--- src/rtl/lru_tracker.sv ---
// Recency list of panel channel IDs with move-to-front on hit,
// eviction of the oldest entry when full, and one update per press.
module lru_tracker #(
    parameter int N_CH  = 4,
    parameter int DEPTH = 3,
    parameter int ID_W  = $clog2(N_CH + 1),
    parameter int CNT_W = $clog2(DEPTH + 1)
) (
    input  logic             timedClk,
    input  logic             rst,
    input  logic [N_CH-1:0]  req,
    input  logic             flush,
    output logic [N_CH-1:0]  present,
    output logic [CNT_W-1:0] count,
    output logic [ID_W-1:0]  mru_id,
    output logic [ID_W-1:0]  lru_id,
    output logic             hit,
    output logic             evict_valid,
    output logic [ID_W-1:0]  evict_id
);

    typedef enum logic [1:0] {IDLE, UPDATE, WAIT_REL} state_t;

    state_t          state;
    logic [ID_W-1:0] sel;
    logic [ID_W-1:0] slots [DEPTH];

    logic [ID_W-1:0]  req_id;
    logic [ID_W-1:0]  nxt [DEPTH];
    logic             hit_n;
    int               hit_k;
    logic             evict_n;
    logic [CNT_W-1:0] cnt_n;
    logic [ID_W-1:0]  evid_n;
    logic [N_CH-1:0]  pres_n;
    logic [ID_W-1:0]  lru_n;

    // Lowest-index request wins
    always_comb begin
        req_id = '0;
        for (int i = N_CH - 1; i >= 0; i--) begin
            if (req[i]) req_id = ID_W'(i + 1);
        end
    end

    always_comb begin
        hit_n = 1'b0;
        hit_k = 0;
        for (int k = 0; k < DEPTH; k++) begin
            if (!hit_n && slots[k] == sel) begin
                hit_n = 1'b1;
                hit_k = k;
            end
        end
        nxt[0] = sel;
        for (int j = 1; j < DEPTH; j++) begin
            nxt[j] = (!hit_n || j <= hit_k) ? slots[j-1] : slots[j];
        end
        evict_n = !hit_n && (count == CNT_W'(DEPTH));
        cnt_n   = (hit_n || evict_n) ? count : count + 1'b1;
        evid_n  = evict_n ? slots[DEPTH-1] : '0;
        pres_n  = '0;
        for (int i = 0; i < N_CH; i++) begin
            for (int j = 0; j < DEPTH; j++) begin
                if (nxt[j] == ID_W'(i + 1)) pres_n[i] = 1'b1;
            end
        end
        lru_n = '0;
        for (int j = 0; j < DEPTH; j++) begin
            if (CNT_W'(j + 1) == cnt_n) lru_n = nxt[j];
        end
    end

    always_ff @(posedge timedClk or posedge rst) begin
        if (rst) begin
            state       <= IDLE;
            sel         <= '0;
            for (int j = 0; j < DEPTH; j++) slots[j] <= '0;
            count       <= '0;
            present     <= '0;
            mru_id      <= '0;
            lru_id      <= '0;
            hit         <= 1'b0;
            evict_valid <= 1'b0;
            evict_id    <= '0;
        end else begin
            hit         <= 1'b0;
            evict_valid <= 1'b0;
            evict_id    <= '0;
            if (flush) begin
                state   <= WAIT_REL;
                sel     <= '0;
                for (int j = 0; j < DEPTH; j++) slots[j] <= '0;
                count   <= '0;
                present <= '0;
                mru_id  <= '0;
                lru_id  <= '0;
            end else begin
                unique case (state)
                    IDLE: begin
                        if (|req) begin
                            sel   <= req_id;
                            state <= UPDATE;
                        end
                    end
                    UPDATE: begin
                        for (int j = 0; j < DEPTH; j++) slots[j] <= nxt[j];
                        count       <= cnt_n;
                        present     <= pres_n;
                        mru_id      <= sel;
                        lru_id      <= lru_n;
                        hit         <= hit_n;
                        evict_valid <= evict_n;
                        evict_id    <= evid_n;
                        state       <= WAIT_REL;
                    end
                    WAIT_REL: begin
                        if (!(|req)) state <= IDLE;
                    end
                    default: state <= IDLE;
                endcase
            end
        end
    end

endmodule

--- config.mk ---
export PLATFORM = sky130hd
export DESIGN_NAME = lru_tracker
export DESIGN_NICKNAME = d
export VERILOG_FILES = /design/src/rtl/lru_tracker.sv
export SDC_FILE = /design/constraint.sdc
export NUM_CORES = 1
export LEC_CHECK = 0
export CELL_PAD_IN_SITES_DETAIL_PLACEMENT = 1
export CELL_PAD_IN_SITES_GLOBAL_PLACEMENT = 1
export CORE_MARGIN = 5
export CORE_UTILIZATION = 45
export DETAILED_ROUTE_END_ITERATION = 16
export GPL_TIMING_DRIVEN = 0
export PLACE_DENSITY = 0.95
export SLEW_MARGIN = 0
export SYNTH_ARGS = -nofsm -noshare
export SYNTH_HDL_FRONTEND = slang
export SYNTH_SLANG_ARGS = --single-unit
--- constraint.sdc ---
create_clock -name timedClk -period 5.16 [get_ports timedClk]
set_clock_uncertainty 0.2 [all_clocks]
set_input_delay 1.032 -clock timedClk [delete_from_list [all_inputs] [get_ports timedClk]]
set_output_delay 1.032 -clock timedClk [all_outputs]
set_load 0.005 [all_outputs]
; Word level (Yosys, flattened, before mapping)
; Index checks and enable logic that the tools add are counted.
; W data, S select, Z words.
[word_totals]
ff_bits = 31
output_inout_bits = 17
[op_classes]
magnitude_cmp = 2
n_eq_ne = 23
n_reduce_logical = 16
muxes = 51
addsub = 1
[ops]
columns = operator, count
row1 = $mux W3, 19
row2 = $le A2 B32 Y1 const A, 1
row3 = $le A3 B32 Y1 const A, 1
row4 = $mux W32, 1
row5 = $mux W1, 20
row6 = $eq A3 B2 Y1 const B, 6
row7 = $mux W9, 2
row8 = $mux W2, 6
row9 = $eq A3 B1 Y1 const B, 3
row10 = $eq A3 B3 Y1, 3
row11 = $eq A3 B3 Y1 const B, 3
row12 = $mux W4, 2
row13 = $ne A3 B3 Y1 const B, 2
row14 = $pmux W2 S3, 1
row15 = $reduce_bool A2 Y1, 3
row16 = $eq A2 B2 Y1 const A, 2
row17 = $eq A2 B2 Y1 const B, 2
row18 = $reduce_and A2 Y1, 2
row19 = $reduce_or A4 Y1, 1
row20 = $logic_and A1 B1 Y1, 3
row21 = $logic_not A1 Y1, 3
row22 = $logic_or A1 B1 Y1, 3
row23 = $add A2 B1 Y2 const B, 1
row24 = $eq A1 B2 Y1 const A, 1
row25 = 2 further kinds, 2

; Depth between registers and ports, before layout
; Gate-level depths: netlist of run 1.
[depth]
word_depth = 18
depth_mapped = 8
depth_no_buf = 7

; Least setup slack after synthesis of run 1
; No wires, ideal clock.
[synth_path]
path_type = register -> register
from = reg sel[0]
to = reg lru_id[0]
stages_incl_launch_ff = 8
arrival_time_ns = 1.929
period_less_slack_ns = 2.255
slack_ns = 2.905
t_required_ns = 4.834
cell_sequence = dfrtp_1 -> buf_6 -> xor2_2 -> nor3_4 -> buf_4 -> mux2i_1 -> o311ai_1 -> a221o_1
[synth_via]
elab_chain_cells = 18
word_cells_on_any_way = 30
cone_classes = 2 x order compare / 6 x eq/ne / 13 x mux / 9 x reduce/logical
[synth_rtl]
columns = element, line
row1 = start: declaration, 25  ; logic [ID_W-1:0] sel;
row2 = start signal: assignment, 102  ; sel <= req_id;
row3 = "parallel branches: the longest is 15 deep, another holds $le A2 B32 Y1", --
row4 = $mux W3 (*), 70  ; if (CNT_W'(j + 1) == cnt_n) lru_n = nxt[j];
row5 = $mux W3 (*), 99  ; unique case (state)
row6 = $mux W3 (*), 90  ; if (flush) begin
row7 = end signal: assignment, 111  ; lru_id <= lru_n;
row8 = end: declaration, 16  ; output logic [ID_W-1:0] lru_id,
; Every way passes the cells marked *. The select of a mux whose other input is x is not followed.
; A chain may end at the register's enable or synchronous reset.

; Worst setup path in the final report of run 1
[layout_path]
from = in flush
to = reg slots[5] (netlist name)
[layout_via]
elab_chain_cells = 1
word_cells_on_any_way = 2
cone_classes = 1 x mux / 1 x reduce/logical
[layout_rtl]
columns = element, line
row1 = start: declaration, 12  ; input logic flush,
row2 = $mux W9 or $reduce_bool A2 Y1 (tied branches), --
row3 = end: declaration, 26  ; logic [ID_W-1:0] slots [DEPTH];
; Several ways; a longest one is shown, not always the timed one.

==> results of run 1 <==
[final timing paths]
kind	start	endpoint	slack (ps)	cells past startpoint
worst max-delay path	flush	slots[5]	2470	4
max in group asynchronous	rst	present[0]	2980	2
worst min register to register	state[1]	state[1]	360	2
min in group asynchronous	rst	slots[2]	1130	2
worst min-delay path	state[1]	state[1]	360	2
worst max register to register	mru_id[2]	lru_id[0]	2530	6
[through the flow]
stage	hold slack (ps)	power (W)	instance area, um^2	util
after detailed placement	347.4	0.0002784	2096	0.5316
after CTS	369.9	0.0004166	2151	0.5455
after floorplan	293.9	0.0002626	1803	-
after global placement	320.3	0.0002767	2096	0.5316
final	363.0	0.0004136	2151	0.5455
after global routing	408.4	0.0004322	2151	0.5455
[tightest hold or removal path, stage by stage (launching register included)]
cell and delay (ps):
dfrtp_1 410, nand2_1 70, nand2_1 50
[routing by layer]
layer,GRT usage,part of all wire
met1,0.2371,0.45
met2,0.3297,0.50
met3,0.02052,0.032
met4,0.05433,0.012
met5,0,0
[layout by cell type, fill, tap and decap left out, types with 6 or more instances in the layout]
master,synthesis,layout
a21oi_1,10,10
and2_1,6,6
clkdlybuf4s50_1,0,23
dfrtp_1,28,28
mux2i_1,7,7
nand2_1,15,15
nor2_1,26,26
nor3_1,7,7
o21ai_0,9,9
xor2_1,7,7
[sequential cells by signal, summed over array words and instances (netlist names)]
register	flops
hit	1
slots	6
state	2
evict_valid	1
count	2
evict_id	3
mru_id	3
sel	3
present	4
lru_id	3
[power by group through the flow]
stage / Sequential, W / Clock [W] / Combinational (W)
3_3_place_gp: 0.000227 / 0 / 0.0000494
2_1_floorplan: 0.000227 / 0 / 0.0000355
6_report: 0.000223 / 0.000140 / 0.0000508
3_5_place_dp: 0.000228 / 0 / 0.0000509
5_1_grt: 0.000224 / 0.000153 / 0.0000556
4_1_cts: 0.000223 / 0.000142 / 0.0000514
[final cells by class]
class                      instances  share of cell area
clock buffer                       4             0.02560
inverter                           5            0.008726
multi-input combinational        148              0.4503
timing repair buffer              23              0.1070
tap                               50             0.02909
sequential                        28              0.3258
buffer                            17             0.05352
[logic make-up after synthesis]
kind of cell	synth area share
simple gates	0.2457
compound gates	0.1888
flops	0.3886
buf+inv	0.07425
xor+xnor	0.05691
mux	0.03886
fa+ha+maj	0.006939
==> flow_metrics.tcl, run 1 <==
set metrics [dict create \
    path_class "in2reg" \
    io_buffers 23 \
    cp_top_family "buffers and inverters" \
    slew_headroom 0.2789 \
    seqCellArea_um2 700.7 \
    clkSinkCount 28 \
    async_flop_share 1.000 \
    max_freq_mhz 372.3 \
    dp.final_hpwl_um 3409 \
    min_period_ps 2686 \
    grt_max_degree 29 \
    drive_above_1_share 0.1200 \
    avgViaCountPerCell 5.724 \
    post_cts_buffers 0 \
    synth_top_area_share 0.3886 \
    cts-hold-fix-buffers 0 \
    drtIter0Drc 75 \
    p_per_area_nw_per_um2 192.3 \
    cts_buffers 3 \
    swShare 0.2524 \
    grt_overflow 0 \
    leakagePower_nw 0.9455 \
    critPathSlowestCell "clkdlybuf4s50_1" \
    cts_resized 0 \
    max_stage_delay_ps 520 \
    timing.max_cap.violations 0 \
    finalSetupTns_ps 0 \
    critPathMaxFanout 10 \
    multi_input_area_um2 968.4 \
    die_h_um 73.30 \
    clk_transition_reported_paths_ps 100 \
    synth_top_area_cell "dfrtp_1" \
    dp_worst_setup_slack_ps 2154 \
    crit_chain "clkdlybuf4s50_1, buf_1, buf_1, a21oi_1" \
    start_util 0.4573 \
    yosysWarnings 0 \
    yosysMostFrequentCell "dfrtp_1" \
    cp_common_cell "buf_1" \
    power.switching_w 0.0001044 \
    drtAntennaViolNets 0 \
    wl_per_cell_um 16.84 \
    cts_tree "built" \
    cp.arrival_ps 2630 \
    diodes 0 \
    dieWidth_um 73.30 \
    grt_util_all_layers 0.1858 \
    synth_edf_count 0 \
    rows 23 \
    synth_ff_type "dfrtp_1" \
    ys_seq_area_frac 0.3886 \
    path_buf_inv 3 \
    critPathRequiredTime_ps 5100 \
    combPwrFrac 0.123 \
    setup_viol 0 \
    drt_pre_antenna_iters 4 \
    synthTopCellsByCount "dfrtp_1 (28), nor2_1 (26), nand2_1 (15), a21oi_1 (10), o21ai_0 (9)" \
    start_kind "input pin" \
    final_cells 275 \
    internal_power_w 0.0003092 \
    dp.cells 271 \
    synthCells 198 \
    cts_max_path_buffers 2 \
    synth_nets 206 \
    fin_crit_sh 0.5205 \
    area_growth_pct 19.29 \
    core_area_um2 3943 \
    htree_levels 1 \
    worstMarginPinSlew_ps 1081 \
    globalplace.congestion 0.8897 \
    syn_avg_cell_area_um2 9.106 \
    worstSetupEndpointType "register" \
    yosys-top-cells-area "dfrtp_1 (39%), nor2_1 (5.4%), mux2i_1 (3.9%)" \
    clock_latency_ps 280 \
    dieArea_um2 5372 \
    final.setup.worst_slack_ps 2474 \
    ir_worst_vdd_mv 0.1405 \
    rsz0062_at_grt "false" \
    grt_pass1_wl_um 7776 \
    finalHoldViolCount 0 \
    drc 0 \
    routed_wl_um 4630 \
    nets 234 \
    vias 1574 \
    syn_area_um2 1803 \
    power.share.clock 0.338 \
    drv_slew 0 \
    outcome "finished, final reports clean" \
    seqPwrFrac 0.539 \
    ys_ff_latch 28 \
    synth_cell_types 51 \
    antenna_found_initial 0 \
    root_buffer "clkbuf_8" \
    grt_pass1_vias 1596 \
    num-fill-cells 484 \
    hold_path.class "reg2reg" \
    num_io_pins 24 \
]
No activity file was read; power rests on OpenSTA's default activity.
==> run 2, diff against run 1 <==
--- a/config.mk
+++ b/config.mk
@@ -8,10 +8,10 @@
 export CELL_PAD_IN_SITES_DETAIL_PLACEMENT = 1
 export CELL_PAD_IN_SITES_GLOBAL_PLACEMENT = 1
 export CORE_MARGIN = 5
-export CORE_UTILIZATION = 45
+export CORE_UTILIZATION = 38
 export DETAILED_ROUTE_END_ITERATION = 16
 export GPL_TIMING_DRIVEN = 0
-export PLACE_DENSITY = 0.95
+export PLACE_DENSITY = 0.86
 export SLEW_MARGIN = 0
 export SYNTH_ARGS = -nofsm -noshare
 export SYNTH_HDL_FRONTEND = slang
==> constraint.sdc (replaced) <==
create_clock -name timedClk -period 2.3 [get_ports timedClk]
set_clock_uncertainty 0.2 [all_clocks]
set_input_delay 0.46 -clock timedClk [delete_from_list [all_inputs] [get_ports timedClk]]
set_output_delay 0.46 -clock timedClk [all_outputs]
set_load 0.005 [all_outputs]
==> run 2 against run 1 <==
  * The run now ends with negative setup slack left
  * Total power rose to 2.6 times the previous value
  * Worst setup slack got worse by 2500 ps
  * Sequential share of layout area fell by 4.2 points
  * Final cell count rose by 6.2%
  * Register-to-register slack got worse by 2600 ps
  * Sequential cell count did not move
  * Die area rose by 16%
  * Critical path depth rose by 4
  * Final area rose by 16%
  * Utilization fell by 1.1 points
  * Worst hold slack improved by 6.6 ps
  * Count of clock-buffer cells in the layout fell by 1
==> flow_metrics.tcl, run 2 (same netlist as run 1, synthesis figures left out) <==
set metrics [dict create \
    drtAntennaViolNets 0 \
    drtIter0Drc 95 \
    cts_max_path_buffers 2 \
    seqCellArea_um2 706.9 \
    slew_headroom 0.2610 \
    vias 1678 \
    leakagePower_nw 1.046 \
    routed_wl_um 5579 \
    finalHoldViolCount 0 \
    path_class "reg2reg" \
    largest_reg_flops 6 \
    num_io_pins 24 \
    critPathRequiredTime_ps 2270 \
    worstReg2RegStart "sel[2]" \
    failed_checks "negative setup slack" \
    use_met1 0.2112 \
    gr-usage-met2 0.3294 \
    rsz0062_at_grt "true" \
    io_buffers 23 \
    cts_tree "built" \
    setup_viol 2 \
    outcome "finished with violations" \
    startpoint "sel[2]" \
    reg_top3 "slots: 6 flops, present: 4 flops" \
    max_freq_mhz 430.5 \
    start_util 0.3868 \
    use_met3 0.03175 \
    critPathSlowestCell "dfrtp_1" \
    path_buf_inv 3 \
    grt_pass1_vias 1781 \
    start_kind "register" \
    grt_overflow 0 \
    root_buffer "clkbuf_8" \
    timing.max_cap.violations 0 \
    fin_crit_sh 1.010 \
    max_stage_delay_ps 410 \
    path_depth 8 \
    hold_path.class "reg2reg" \
    critPathMaxFanout 9 \
    grt_pass1_wl_um 8756 \
    dieArea_um2 6222 \
    final_common_cell "nor2_1" \
    htree_levels 1 \
    cp.arrival_ps 2300 \
    worstMarginPinSlew_ps 1107 \
    drt_pre_antenna_iters 4 \
    worstSetupEndpointType "register" \
    r2r_cells 8 \
    globalplace.congestion 0.8815 \
    multi_input_area_um2 1152 \
    crit_chain "buf_12, xor2_4, nor3_4, buf_4, buf_6, mux2i_4, o311ai_2, a221o_1" \
    wl_per_cell_um 19.11 \
    grt_busiest_layer "met2" \
    grt_util_all_layers 0.1806 \
    dp.final_hpwl_um 3510 \
    num-fill-cells 528 \
    core_area_um2 4661 \
    final.setup.worst_slack_ps -23.01 \
    min_path_cells 2 \
    avgViaCountPerCell 5.747 \
    grt_max_degree 29 \
    clock_latency_ps 280 \
    clkSinkCount 28 \
    nets 247 \
    final_cell_mix "nor2_1 (26), dfrtp_1 (23), clkdlybuf4s50_1 (23)" \
    finalSetupTns_ps -41.23 \
    antenna_found_initial 0 \
    regMostFlops "slots" \
    die_h_um 78.88 \
    clk_transition_reported_paths_ps 100 \
    cp_top_family "compound AO/OA/AOI/OAI gates" \
    area_growth_pct 38.31 \
    drc 0 \
    crit_path_end "lru_id[0]" \
    drv_slew 0 \
    ir_worst_vdd_mv 0.2075 \
    rows 25 \
    p_per_area_nw_per_um2 431.4 \
    r2r_end "lru_id[0]" \
    diodes 0 \
    drive_above_1_share 0.2479 \
    dieWidth_um 78.88 \
    reg2reg_slack_ps -20 \
    min_period_ps 2323 \
    utilization 0.5350 \
    cts_buffers 3 \
]
## run 2: changes by cell type in the layout (fill, tap and decap cells not counted), sizes merged
cell / previous run / this run
bufinv: 0 / 1
buf: 13 / 25
## run 2: power by group
part	total, W	switching (W)	internal (W)
Sequential	0.000502	0.00000493	0.000497
Clock	0.000400	0.000167	0.000233
Combinational	0.000174	0.0000944	0.0000791
Total	0.00108	0.000266	0.000809
## run 2: worst min path at each step
stage,slack (ps),startpoint,end
2_1_floorplan,290,state[1],state[1]
3_3_place_gp,320,state[1],state[1]
3_5_place_dp,340,state[1],state[1]
4_1_cts,360,state[1],state[1]
5_1_grt,400,present[2],present[2]
6_report,370,state[1],state[1]
## run 2: layout make-up
cell class / count / area share
Tap cell: 54 / 0.02709
Inverter: 5 / 0.007526
Sequential cell: 28 / 0.2835
Clock buffer: 3 / 0.01656
Timing Repair Buffer: 36 / 0.1330
Clock inverter: 1 / 0.01204
Buffer: 17 / 0.05820
Multi-Input combinational cell: 148 / 0.4621
## run 2: repair_timing
| action | in CTS | in global routing |
|---|---|---|
| buffers inserted | 10 | 4 |
| pin swaps | 7 | 9 |
| setup endpoints to repair | 6 | 9 |
| hold buffers | 0 | 0 |
| resized for setup | 6 | 36 |
| cloned | 0 | 0 |
## run 2: layer usage
layer  part of all wire  wire (um)
met2               0.52       2898
met4              0.017         93
met1               0.42       2369
met5                  0          0
met3              0.039        218
## run 2: worst min-delay path, stage by stage (launching register included)
cell and delay, ps:
dfrtp_1 420, nand2_1 70, nand2_1 50
## run 2: per-stage QoR
step | instance area [um^2] | cells | hold slack [ps] | setup slack [ps] | power, W
2_1_floorplan | 1803 | 198 | 293.9 | 45.44 | 0.0005891
3_3_place_gp | 2101 | 275 | 322.4 | -289.1 | 0.0006220
3_5_place_dp | 2101 | 275 | 338.8 | -299.1 | 0.0006256
4_1_cts | 2275 | 289 | 364.1 | -20.64 | 0.001048
5_1_grt | 2494 | 292 | 395.0 | -104.1 | 0.001124
6_report | 2494 | 292 | 369.6 | -23.01 | 0.001076
==> run 3, diff against run 2 <==
--- a/config.mk
+++ b/config.mk
@@ -8,10 +8,10 @@
 export CELL_PAD_IN_SITES_DETAIL_PLACEMENT = 1
 export CELL_PAD_IN_SITES_GLOBAL_PLACEMENT = 1
 export CORE_MARGIN = 5
-export CORE_UTILIZATION = 38
+export CORE_UTILIZATION = 45
 export DETAILED_ROUTE_END_ITERATION = 16
 export GPL_TIMING_DRIVEN = 0
-export PLACE_DENSITY = 0.86
+export PLACE_DENSITY = 0.95
 export SLEW_MARGIN = 0
 export SYNTH_ARGS = -nofsm -noshare
 export SYNTH_HDL_FRONTEND = slang
==> constraint.sdc (replaced) <==
create_clock -name timedClk -period 2.7 [get_ports timedClk]
set_clock_uncertainty 0.2 [all_clocks]
set_input_delay 0.54 -clock timedClk [delete_from_list [all_inputs] [get_ports timedClk]]
set_output_delay 0.54 -clock timedClk [all_outputs]
set_load 0.005 [all_outputs]
==> run 3 against run 2 <==
  * The run now ends clean
  * Total power is 27% lower
  * Combinational power is 44% lower
  * Critical path depth is 2 lower
  * Final cell count is 5.8% lower
  * Utilization is 1.1 points higher
  * Via count is 6.3% lower
  * Sequential cell count stayed put
  * Critical endpoint unchanged
  * Highest routed layer unchanged
==> flow_metrics.tcl, run 3 (same netlist as run 1, synthesis figures left out) <==
set metrics [dict create \
    startpoint "mru_id[2]" \
    slew_headroom 0.2783 \
    nets 234 \
    critPathRequiredTime_ps 2670 \
    avgViaCountPerCell 5.716 \
    crit_chain "xor2_2, nor3_4, buf_4, mux2i_2, o311ai_1, a221o_1" \
    drt_pre_antenna_iters 4 \
    crit_path_end "lru_id[0]" \
    grt_pass1_wl_um 7776 \
    worstReg2RegStart "mru_id[2]" \
    dp.final_hpwl_um 3409 \
    drv_slew 0 \
    post_cts_buffers 0 \
    worstMarginPinSlew_ps 1081 \
    largest_reg_flops 6 \
    vias 1572 \
    rows 23 \
    cts_buffers 3 \
    drtAntennaViolNets 0 \
    r2r_cells 6 \
    final_cell_mix "dfrtp_1 (28), nor2_1 (26), clkdlybuf4s50_1 (23)" \
    path_depth 6 \
    num_io_pins 24 \
    dieArea_um2 5372 \
    path_buf_inv 1 \
    start_kind "register" \
    reg_top3 "slots: 6 flops, present: 4 flops" \
    clkSinkCount 28 \
    rsz0062_at_grt "false" \
    cts_max_path_buffers 2 \
    hold_path.class "reg2reg" \
    core_area_um2 3943 \
    timing.max_cap.violations 0 \
    routed_wl_um 4641 \
    finish.instance_area_um2 2155 \
    finalHoldViolCount 0 \
    cp.arrival_ps 2490 \
    die_h_um 73.30 \
    max_stage_delay_ps 500 \
    drtIter0Drc 72 \
    finalSetupTns_ps 0 \
    worstSetupEndpointType "register" \
    area_growth_pct 19.50 \
    whs_ps 362.5 \
    grt_pass1_vias 1596 \
    htree_levels 1 \
    final_common_cell "dfrtp_1" \
    fin_crit_sh 0.9322 \
    grt_overflow 0 \
    critPathSlowestCell "dfrtp_1" \
    reg2reg_slack_ps 180 \
    num-fill-cells 484 \
    root_buffer "clkbuf_8" \
    grt_util_all_layers 0.1858 \
    cts-hold-fix-buffers 0 \
    cp_top_family "compound AO/OA/AOI/OAI gates" \
    multi_input_area_um2 972.2 \
    setup_viol 0 \
    regMostFlops "slots" \
    grt_max_degree 29 \
    drc 0 \
    placed_cell_area_um2 2096 \
    start_util 0.4573 \
    drive_above_1_share 0.1244 \
    leakagePower_nw 0.9402 \
    ir_worst_vdd_mv 0.2683 \
    min_period_ps 2517 \
    clk_transition_reported_paths_ps 100 \
    clock_latency_ps 280 \
    antenna_found_initial 0 \
    final.setup.worst_slack_ps 183.0 \
    globalplace.congestion 0.8897 \
    cts_tree "built" \
    outcome "finished, final reports clean" \
    dieWidth_um 73.30 \
    final_cells 275 \
    holdCritStartpoint "state[1]" \
    wl_per_cell_um 16.88 \
    io_buffers 23 \
    seqCellArea_um2 700.7 \
    diodes 0 \
    min_path_cells 2 \
    critPathMaxFanout 10 \
    cts_resized 0 \
    r2r_end "lru_id[0]" \
    dp_worst_setup_slack_ps 106.4 \
    dp.cells 271 \
    max_freq_mhz 397.3 \
    p_per_area_nw_per_um2 366.9 \
    path_class "reg2reg" \
]
-- run 3: cell types whose count changed in the layout (fill, tap and decap cells not counted), sizes merged --
cell / delta
buf: -12
bufinv: -1
-- run 3: power by group --
part / leakage [nW] / total (W) / switching (W) / internal, W
Clock: 0.0288 / 0.000266 / 0.000136 / 0.000131
Sequential: 0.386 / 0.000426 / 0.00000326 / 0.000423
Combinational: 0.525 / 0.0000977 / 0.0000606 / 0.0000372
Total: 0.940 / 0.000791 / 0.000199 / 0.000591
-- run 3: area by class of cell --
class	instances	area share
flip-flops and latches	28	0.3252
repair buffers	23	0.1069
multi-input cells	148	0.4512
inverters	5	0.008711
well taps	50	0.02904
clock buffers	4	0.02555
plain buffers	17	0.05343
-- run 3: worst min-delay path by stage --
stage | endpoint | slack (ps)
final | state[1] | 360
after global routing | present[3] | 410
after CTS | state[1] | 370
after detailed placement | state[1] | 350
after global placement | state[1] | 320
after floorplan | state[1] | 290
-- run 3: tightest hold or removal path: stages (launching register included) --
cell	delay [ps]
dfrtp_1	410
nand2_1	70
nand2_1	50
-- run 3: per-layer routing --
metal,share of wire,GRT usage
met4,0.012,0.05433
met1,0.45,0.2371
met2,0.51,0.3297
met5,0,0
met3,0.031,0.02052
-- run 3: metrics by stage --
step,power [W],utilization
final,0.0007906,0.5465
after global routing,0.0008264,0.5465
after CTS,0.0007961,0.5455
after detailed placement,0.0005321,0.5316
after global placement,0.0005288,0.5316
after floorplan,0.0005018,-
